**config.mk**
```make
export PLATFORM = sky130hd
export DESIGN_NAME = boe_param_flat
export DESIGN_NICKNAME = d
export VERILOG_FILES = /design/src/rtl/boe_if.sv /design/src/rtl/boe_param.sv /design/src/flat_wrapper.sv
export SDC_FILE = /design/constraint.sdc
export NUM_CORES = 1
export LEC_CHECK = 0
export CORE_MARGIN = 3
export CORE_UTILIZATION = 55
export DETAILED_ROUTE_END_ITERATION = 7
export MAX_ROUTING_LAYER = met4
export PLACE_DENSITY_LB_ADDON = 0.3
export SLEW_MARGIN = 20
export SYNTH_ARGS = -nofsm -noshare
export SYNTH_HDL_FRONTEND = slang
export SYNTH_SLANG_ARGS = --single-unit
```
**constraint.sdc**
```tcl
create_clock -name clk -period 2.2 [get_ports clk]
set_clock_uncertainty 0.2 [all_clocks]
set_input_delay 0.44 -clock clk [delete_from_list [all_inputs] [get_ports clk]]
set_output_delay 0.44 -clock clk [all_outputs]
set_load 0.005 [all_outputs]
```
**src/rtl/boe_if.sv**
```systemverilog
// Streamed-group bus for boe_param: value input with valid/ready, registered result burst.
interface boe_if #(
    parameter int unsigned DATA_W = 8,
    parameter int unsigned MAX_N  = 7
);
    localparam int unsigned CNT_W = $clog2(MAX_N + 1);
    localparam int unsigned RES_W = DATA_W + CNT_W;

    logic [CNT_W-1:0]  data_num;
    logic [DATA_W-1:0] data_in;
    logic              in_valid;
    logic              in_ready;
    logic [RES_W-1:0]  result;
    logic              out_valid;

    modport master (output data_num, data_in, in_valid,
                    input  in_ready, result, out_valid);
    modport slave  (input  data_num, data_in, in_valid,
                    output in_ready, result, out_valid);
endinterface

```
**src/rtl/boe_param.sv**
```systemverilog
// Insertion-sorting group block: loads N values, then bursts sum, max, [min], sorted values.
// Optional macro BOE_MIN_EN adds an EMIT_MIN word after the maximum.
module boe_param #(
    parameter int unsigned DATA_W = 8,
    parameter int unsigned MAX_N  = 7,
    parameter int unsigned ASCEND = 0
) (
    input  logic  clk,
    input  logic  reset,
    boe_if.slave  bus
);
    localparam int unsigned CNT_W = $clog2(MAX_N + 1);
    localparam int unsigned RES_W = DATA_W + CNT_W;

    typedef enum logic [2:0] {
        IDLE,
        LOAD,
        EMIT_SUM,
        EMIT_MAX,
`ifdef BOE_MIN_EN
        EMIT_MIN,
`endif
        EMIT_SORT
    } state_e;

    state_e            state_q, state_d;
    logic [CNT_W-1:0]  n_q, n_d, cnt_q, cnt_d, idx_q, idx_d;
    logic [RES_W-1:0]  sum_q, sum_d, result_q, result_d;
    logic              out_valid_q, out_valid_d, in_ready_q, in_ready_d;
    logic [DATA_W-1:0] arr_q [MAX_N];
    logic [DATA_W-1:0] arr_d [MAX_N];
    logic [DATA_W-1:0] ins_arr [MAX_N];
    logic [MAX_N-1:0]  keep;
    logic [DATA_W-1:0] first_val, last_val, sort_val;
    logic [CNT_W-1:0]  n_eff;
    logic              accept;

    assign accept = bus.in_valid && in_ready_q;
    assign n_eff  = (bus.data_num > CNT_W'(MAX_N)) ? CNT_W'(MAX_N) : bus.data_num;

    // Shift-insert: entries that stay ahead of the new value form a prefix (stable for equals)
    always_comb begin
        for (int i = 0; i < MAX_N; i++) begin
            keep[i] = (CNT_W'(i) < cnt_q) &&
                      ((ASCEND != 0) ? (arr_q[i] <= bus.data_in) : (arr_q[i] >= bus.data_in));
        end
        ins_arr[0] = keep[0] ? arr_q[0] : bus.data_in;
        for (int i = 1; i < MAX_N; i++) begin
            ins_arr[i] = keep[i] ? arr_q[i] : (keep[i-1] ? bus.data_in : arr_q[i-1]);
        end
    end

    always_comb begin
        first_val = arr_q[0];
        last_val  = '0;
        sort_val  = '0;
        for (int i = 0; i < MAX_N; i++) begin
            if (CNT_W'(i) == n_q - CNT_W'(1)) last_val = arr_q[i];
            if (CNT_W'(i) == idx_q)           sort_val = arr_q[i];
        end
    end

    always_ff @(posedge clk) begin
        if (reset) begin
            state_q     <= IDLE;
            n_q         <= '0;
            cnt_q       <= '0;
            idx_q       <= '0;
            sum_q       <= '0;
            result_q    <= '0;
            out_valid_q <= 1'b0;
            in_ready_q  <= 1'b1;
            arr_q       <= '{default: '0};
        end else begin
            state_q     <= state_d;
            n_q         <= n_d;
            cnt_q       <= cnt_d;
            idx_q       <= idx_d;
            sum_q       <= sum_d;
            result_q    <= result_d;
            out_valid_q <= out_valid_d;
            in_ready_q  <= in_ready_d;
            arr_q       <= arr_d;
        end
    end

    // Next-state logic; result_d is the word shown during the following cycle
    always_comb begin
        state_d     = state_q;
        n_d         = n_q;
        cnt_d       = cnt_q;
        idx_d       = idx_q;
        sum_d       = sum_q;
        arr_d       = arr_q;
        result_d    = '0;
        out_valid_d = 1'b0;
        in_ready_d  = 1'b1;

        unique case (state_q)
            IDLE, LOAD: begin
                if (accept && !(state_q == IDLE && bus.data_num == '0)) begin
                    arr_d = ins_arr;
                    sum_d = sum_q + RES_W'(bus.data_in);
                    cnt_d = cnt_q + CNT_W'(1);
                    if (state_q == IDLE) n_d = n_eff;
                    state_d = LOAD;
                    if (cnt_q + CNT_W'(1) == ((state_q == IDLE) ? n_eff : n_q)) begin
                        state_d     = EMIT_SUM;
                        result_d    = sum_d;
                        out_valid_d = 1'b1;
                        in_ready_d  = 1'b0;
                    end
                end
            end
            EMIT_SUM: begin
                state_d     = EMIT_MAX;
                result_d    = RES_W'((ASCEND != 0) ? last_val : first_val);
                out_valid_d = 1'b1;
                in_ready_d  = 1'b0;
            end
`ifdef BOE_MIN_EN
            EMIT_MAX: begin
                state_d     = EMIT_MIN;
                result_d    = RES_W'((ASCEND != 0) ? first_val : last_val);
                out_valid_d = 1'b1;
                in_ready_d  = 1'b0;
            end
            EMIT_MIN: begin
`else
            EMIT_MAX: begin
`endif
                state_d     = EMIT_SORT;
                result_d    = RES_W'(first_val);
                idx_d       = CNT_W'(1);
                out_valid_d = 1'b1;
                in_ready_d  = 1'b0;
            end
            EMIT_SORT: begin
                if (idx_q == n_q) begin
                    state_d = IDLE;
                    n_d     = '0;
                    cnt_d   = '0;
                    idx_d   = '0;
                    sum_d   = '0;
                    arr_d   = '{default: '0};
                end else begin
                    result_d    = RES_W'(sort_val);
                    idx_d       = idx_q + CNT_W'(1);
                    out_valid_d = 1'b1;
                    in_ready_d  = 1'b0;
                end
            end
            default: state_d = IDLE;
        endcase
    end

    assign bus.in_ready  = in_ready_q;
    assign bus.result    = result_q;
    assign bus.out_valid = out_valid_q;
endmodule

```
**src/flat_wrapper.sv**
```systemverilog
// flat-port wrapper written by rule: the top's interface ports become plain ports
module boe_param_flat 
#(
    parameter int unsigned DATA_W = 8,
    parameter int unsigned MAX_N  = 7,
    parameter int unsigned ASCEND = 0
)
  (clk, reset, bus_data_num, bus_data_in, bus_in_valid, bus_in_ready, bus_result, bus_out_valid);
  boe_if #(.DATA_W(DATA_W), .MAX_N(MAX_N)) bus_i ();
  input  logic clk;
  input  logic reset;
  input wire logic [$bits(bus_i.data_num)-1:0] bus_data_num;
  input wire logic [$bits(bus_i.data_in)-1:0] bus_data_in;
  input wire logic [$bits(bus_i.in_valid)-1:0] bus_in_valid;
  output wire logic [$bits(bus_i.in_ready)-1:0] bus_in_ready;
  output wire logic [$bits(bus_i.result)-1:0] bus_result;
  output wire logic [$bits(bus_i.out_valid)-1:0] bus_out_valid;
  assign bus_i.data_num = bus_data_num;
  assign bus_i.data_in = bus_data_in;
  assign bus_i.in_valid = bus_in_valid;
  assign bus_in_ready = bus_i.in_ready;
  assign bus_result = bus_i.result;
  assign bus_out_valid = bus_i.out_valid;
  boe_param #(.DATA_W(DATA_W), .MAX_N(MAX_N), .ASCEND(ASCEND)) u_core (.clk(clk), .reset(reset), .bus(bus_i));
endmodule
```
; After elaboration in Yosys (flattened, before gate mapping)
; Cells that the tools add are included.
[totals]
inputBits = 14
word_cells = 131
out_inout_bits = 13
reg_bits = 92
[op_classes]
magnitude_cmp = 15
n_eq_ne = 21
muxes = 50
add_sub_neg = 3
reduce_logical = 27
[ops]
columns = cell, n
row1 = $mux W8, 21
row2 = $mux W56, 2
row3 = $pmux W56 S2, 1
row4 = $ge A8 B8 Y1, 7
row5 = $mux W11, 4
row6 = $pmux W11 S3, 1
row7 = $reduce_and A4 Y1, 7
row8 = $pmux W11 S2, 1
row9 = $mux W3, 7
row10 = $pmux W3 S2, 3
row11 = $ne A2 B2 Y1 const B, 7
row12 = $pmux W3 S4, 1
row13 = $add A11 B8 Y11, 1
row14 = $logic_and A1 B1 Y1, 10
row15 = $eq A3 B3 Y1 const A, 3
row16 = $logic_not A3 Y1, 3
row17 = $lt A3 B3 Y1 const A, 3
row18 = $add A3 B1 Y3 const B, 2
row19 = $eq A2 B3 Y1 const A, 2
row20 = $eq A3 B2 Y1 const B, 2
row21 = $eq A3 B3 Y1, 2
row22 = $lt A1 B3 Y1 const A, 2
row23 = $lt A2 B3 Y1 const A, 2
row24 = $mux W1, 6
row25 = 12 further kinds, 16

; Depth between registers and ports, before layout
[logic_depth]
word_depth = 10
mapped_depth = 10

; Least setup slack after synthesis
; Ideal clock, no wire load.
[synth_timing]
path_type = input to register
start = input port bus_data_in[0]
end = register u_core.sum_q[10]
arrival_time_ps = 2125
cell_stages = 9
slack_ps = -200
n_path_buf = 0
setup_time_ps = 75
path_cell_list = ha_1 -> inv_1 -> fa_1 -> nor2b_1 -> o2111ai_1 -> nand3_1 -> nand4_1 -> or4_1 -> a31oi_1
[synth_via]
elab_chain_cells = 3
[synth_rtl]
columns = item, line
row1 = from (decl), flat_wrapper.sv:13  ; input wire logic [$bits(bus_i.data_in)-1:0] bus_data_in;
row2 = $add A11 B8 Y11, boe_param.sv:103  ; sum_d = sum_q + RES_W'(bus.data_in);
row3 = $mux W11, boe_param.sv:101  ; if (accept && !(state_q == IDLE && bus.data_num == '0)) begin
row4 = $pmux W11 S2, boe_param.sv:99  ; unique case (state_q)
row5 = to (signal assigned), boe_param.sv:79  ; sum_q <= sum_d;
row6 = to (decl), boe_param.sv:28  ; logic [RES_W-1:0] sum_q, sum_d, result_q, result_d;
; Every way passes these cells. The select of a mux whose other input is x is not followed.
; A chain may end at the register's enable or synchronous reset.

; Final worst setup path
[layout_timing]
start = register u_core.arr_q[21] (netlist bit)
end = register u_core.arr_q[13] (netlist bit)
[layout_via]
elab_chain_cells = 6
[layout_rtl]
columns = item, line
row1 = from (decl), boe_param.sv:30  ; logic [DATA_W-1:0] arr_q [MAX_N];
row2 = from (signal assigned), boe_param.sv:83  ; arr_q <= arr_d;
row3 = $ge A8 B8 Y1, boe_param.sv:45  ; ((ASCEND != 0) ? (arr_q[i] <= bus.data_in) : (arr_q[i] >= bus.data_in));
row4 = $logic_and A1 B1 Y1, boe_param.sv:44  ; keep[i] = (CNT_W'(i) < cnt_q) &&
row5 = $mux W8 * (2 in a row), boe_param.sv:49  ; ins_arr[i] = keep[i] ? arr_q[i] : (keep[i-1] ? bus.data_in : arr_q[i-1]);
row6 = $mux W56 *, boe_param.sv:101
row7 = $pmux W56 S2 *, boe_param.sv:99
; Every way passes the cells marked *; elsewhere a longest branch is shown, timed or not. The select of a mux whose other input is x is not followed.

==> results.txt <==
----------------------------------------------------
[Timing]
  Unrepaired setup endpoints after global routing ... true
  Final min period ... 2.27 ns
  Worst Tran Pin Value ... roughly 0.43 ns
  Final-report hold violation count ... 0
  Setup slack after layout ... -0.0684 ns
  Worst-case hold slack ... between 0.2 and 0.3 ns
  Number of pins with negative max-slew slack in the final report ... 0
  Setup-violating endpoint count in the final report ... 22
  Fraction of the cycle the final worst path needs ... 103%
  Worst-case headroom to the max-slew limit ... between 70% and 80%
  Maximum clock frequency ... between 400 and 500 MHz
  Total negative setup slack ... -0.693 ns

[GRT]
  Gr ovfl total ... 0
  Initial antenna violation count ... 0
  Pin count of the biggest net entering global routing ... 23
  First-pass GRT wire length ... 37600 um
  Via count of the first global-routing pass ... 7110
  GRT Total Usage ... 39.3%

[Clocking]
  Quantity of hold-fixing buffers added after cts ... 0
  Skew-Pair Late Insertion Delay ... 0.36 ns
  Clock tree from TritonCTS ... done
  Total clock buffers created by CTS ... 9
  # H-tree levels ... 3
  Root cell of the clock tree ... sky130_fd_sc_hd__clkbuf_16
  Clock-pin transition on the worst setup and hold timing paths ... 0.07 ns
  CTS max path bufs ... 2
  Number of sinks driven by the clock tree ... 92

[Setup path]
  Critical Path AT ... ~2.3 ns
  CP Data Required Time ... 2.23 ns
  Kind of cell adding the most delay to the critical path ... compound AO/OA/AOI/OAI gates
  Largest fanout on the critical path ... 4
  Kind of end point of the critical path ... flop
  CP bufs+invs ... 1
  Cell Chain, Critical Path ... ha_4 -> o21a_1 -> o21ai_2 -> o31a_1 -> o41a_1 -> buf_6 -> mux2i_1 -> o2bb2ai_1
  Startpoint class of the critical path ... flop
  WS Path Type ... flop to flop
  Crit-path max cell delay ... 0.38 ns
  Cell type of the slowest stage on the worst timing path ... sky130_fd_sc_hd__dfxtp_4

[Die]
  I/O pin total ... 27
  Die area ... 12600 um2
  Die height ... around 110 um
  Standard-cell rows ... 38
  Chip width ... 112 um
  Initial Util ... 56.8%
  Std-Cell Core Area ... approximately 11000 um2

[Finish]
  Number of nets in the final layout ... 991
  Final non-filler cell total ... 1050
  Most common cell after layout, fill and taps aside ... sky130_fd_sc_hd__buf_4
  Share of post-route cells with drive strength above 1 ... 37.6%
  Commonest cells after routing, fill and taps aside ... 145 x sky130_fd_sc_hd__buf_4, 77 x sky130_fd_sc_hd__dfxtp_1, 74 x sky130_fd_sc_hd__nand2_1
  Signed area change from the synthesized netlist to the final layout ... 48.0%
  Count of inserted antenna diode cells ... 0
  Number of fill cells ... 640

[Outcome]
  Failing checks ... negative setup slack
  Status ... finished, violations left

[Logic synthesis]
  Cell types occupying the most area after synthesis ... sky130_fd_sc_hd__dfxtp_1 30%, sky130_fd_sc_hd__ha_1 14%, sky130_fd_sc_hd__mux2i_1 8.7%
  Post-synthesis net count ... 814
  Post-synthesis instance area ... 6210 um2
  Number of synthesized register bits ... 92
  Per-instance average area after synthesis ... 8.52 um2
  Yosys warning count ... 0
  Number of enable flip-flop cells after synthesis ... 0
  Leading register cell type out of synthesis ... sky130_fd_sc_hd__dfxtp_1
  Cell accounting for the most synthesized area ... sky130_fd_sc_hd__dfxtp_1
  Area fraction of the dominant cell type after synthesis ... 29.6%
  Async set-or-reset flop fraction in the synthesized netlist ... 0%
  Unique masters post-synth ... 70
  Share of synthesized area occupied by flip-flops and latches ... 29.6%
  Post-synthesis cell count ... 729

[Job]
  Maximum Capacitance Violations ... 0

[Drt]
  Length of routed met2 wiring ... around 11000 um
  Count of TritonRoute iterations in the first routing pass ... 6
  DRT antenna net count ... 0
  Violation count after the first detailed-routing iteration ... 743
  Average wire length per cell after detail routing ... roughly 24 um
  Post-Route WL ... 25000 um
  Total number of vias ... approximately 7000
  Met1 wire length ... 9320 um
  Via-per-instance ratio ... 6.64
  Uppermost routed layer ... met4
  Count of unresolved DRC violations after routing ... 0
  Wire length on met3 ... between 2000 and 3000 um

[Placement]
  PortBufs ... 26
  HPWL after DPL ... 16700 um
  Placed cell count ... roughly 1000
  Routability congestion estimate from global placement ... 0.997

[Power and ir drop]
  Worst IR drop on VDD ... about 0.00061 V
  Total Power Consumption ... 0.00637 W
  Static leakage ... 3.87 nW
  Cell Pwr Density ... 693 nW/um2

[Min path]
  HP Class ... flop to flop

----------------------------------------------------
worst paths after layout:
path,cells after the start,slack (ns),start,to
max,8,-0.07,u_core.arr_q[21],u_core.arr_q[13]
min,2,0.27,u_core.sum_q[3],u_core.sum_q[3]
max reg2reg,8,-0.07,u_core.arr_q[21],u_core.arr_q[13]
min reg2reg,2,0.27,u_core.sum_q[3],u_core.sum_q[3]
timing repair:
item | in CTS | in global routing
gates cloned | 1 | 0
pin swaps | 40 | 62
setup endpoints to repair | 74 | 81
buffers inserted | 18 | 13
resized for setup | 147 | 108
synth_stat cells (all sizes together), types with 3 or more instances:
cell	count
dfxtp	92
nand2	81
ha	70
a21oi	58
mux2i	54
nor2	52
o21ai	52
o2bb2ai	34
inv	30
buf	16
clkbuf	16
nand3	16
nand2b	15
nor3	15
xnor2	12
a22oi	11
o21a	8
a211oi	7
a2111oi	6
and3	6
nor2b	6
a21o	5
a221o	5
nand3b	5
o211ai	5
o21bai	4
xor2	4
a32o	3
nand4	3
nor3b	3
o22ai	3
cells by family after synthesis:
group                    count (synthesis)  synth area share, %
AO/OA/AOI/OAI                          224                 24.8
AND/OR/NAND/NOR                        210                 15.9
flip-flops                              92                 29.6
multiplexers                            54                 8.70
buffers and inverters                   62                 4.27
adder cells (fa/ha/maj)                 71                 14.4
XOR/XNOR                                16                 2.25
worst register-to-register path, delay by kind of cell, from the launching register on:
kind | cells | cell delay (ns)
AOI/OAI and AO/OA | 5 | 0.94
adders and majority gates | 1 | 0.24
buffers and inverters | 1 | 0.16
DFF | 1 | 0.38
muxes | 1 | 0.23
sequential cells by signal, indices dropped and copies added (netlist names):
| signal | count |
|---|---|
| u_core.sum_q | 11 |
| u_core.idx_q | 3 |
| u_core.bus.in_ready | 1 |
| u_core.state_q | 3 |
| u_core.cnt_q | 3 |
| u_core.bus.out_valid | 1 |
| u_core.arr_q | 48 |
| u_core.bus.result | 11 |
| u_core.n_q | 3 |
| u_core.first_val | 8 |
area by class of cell:
cell class | count | area [um2] | area share [%]
inverters | 30 | 143 | 1.55
clock buffers | 10 | 239 | 2.60
flip-flops and latches | 92 | 1870 | 20.3
well taps | 140 | 175 | 1.90
repair buffers | 198 | 1740 | 18.9
clock inverters | 5 | 100 | 1.09
multi-input cells | 575 | 4930 | 53.6
report_power, final:
group          switching [W]  internal (W)  leakage [nW]
clock               0.000693       0.00113         0.168
sequential          0.000158       0.00182         0.754
combinational        0.00138       0.00118          2.95
stage by stage:
stage / utilization, % / worst slack (ns) / area [um2]
after detailed placement: 70.4 / -0.968 / 7700
final: 84.1 / -0.0684 / 9200
after global placement: 70.4 / -0.943 / 7700
after floorplan: - / -0.159 / 6270
after global routing: 84.1 / -0.168 / 9200
after CTS: 79.8 / -0.148 / 8720
routing by layer:
layer | vias up | GRT usage (%)
li1 | 3043 | -
met1 | 3296 | 46.6
met2 | 489 | 61.9
met3 | 147 | 7.65
met4 | 0 | 23.1
met5 | - | -
No activity file was read; power rests on OpenSTA's default activity.
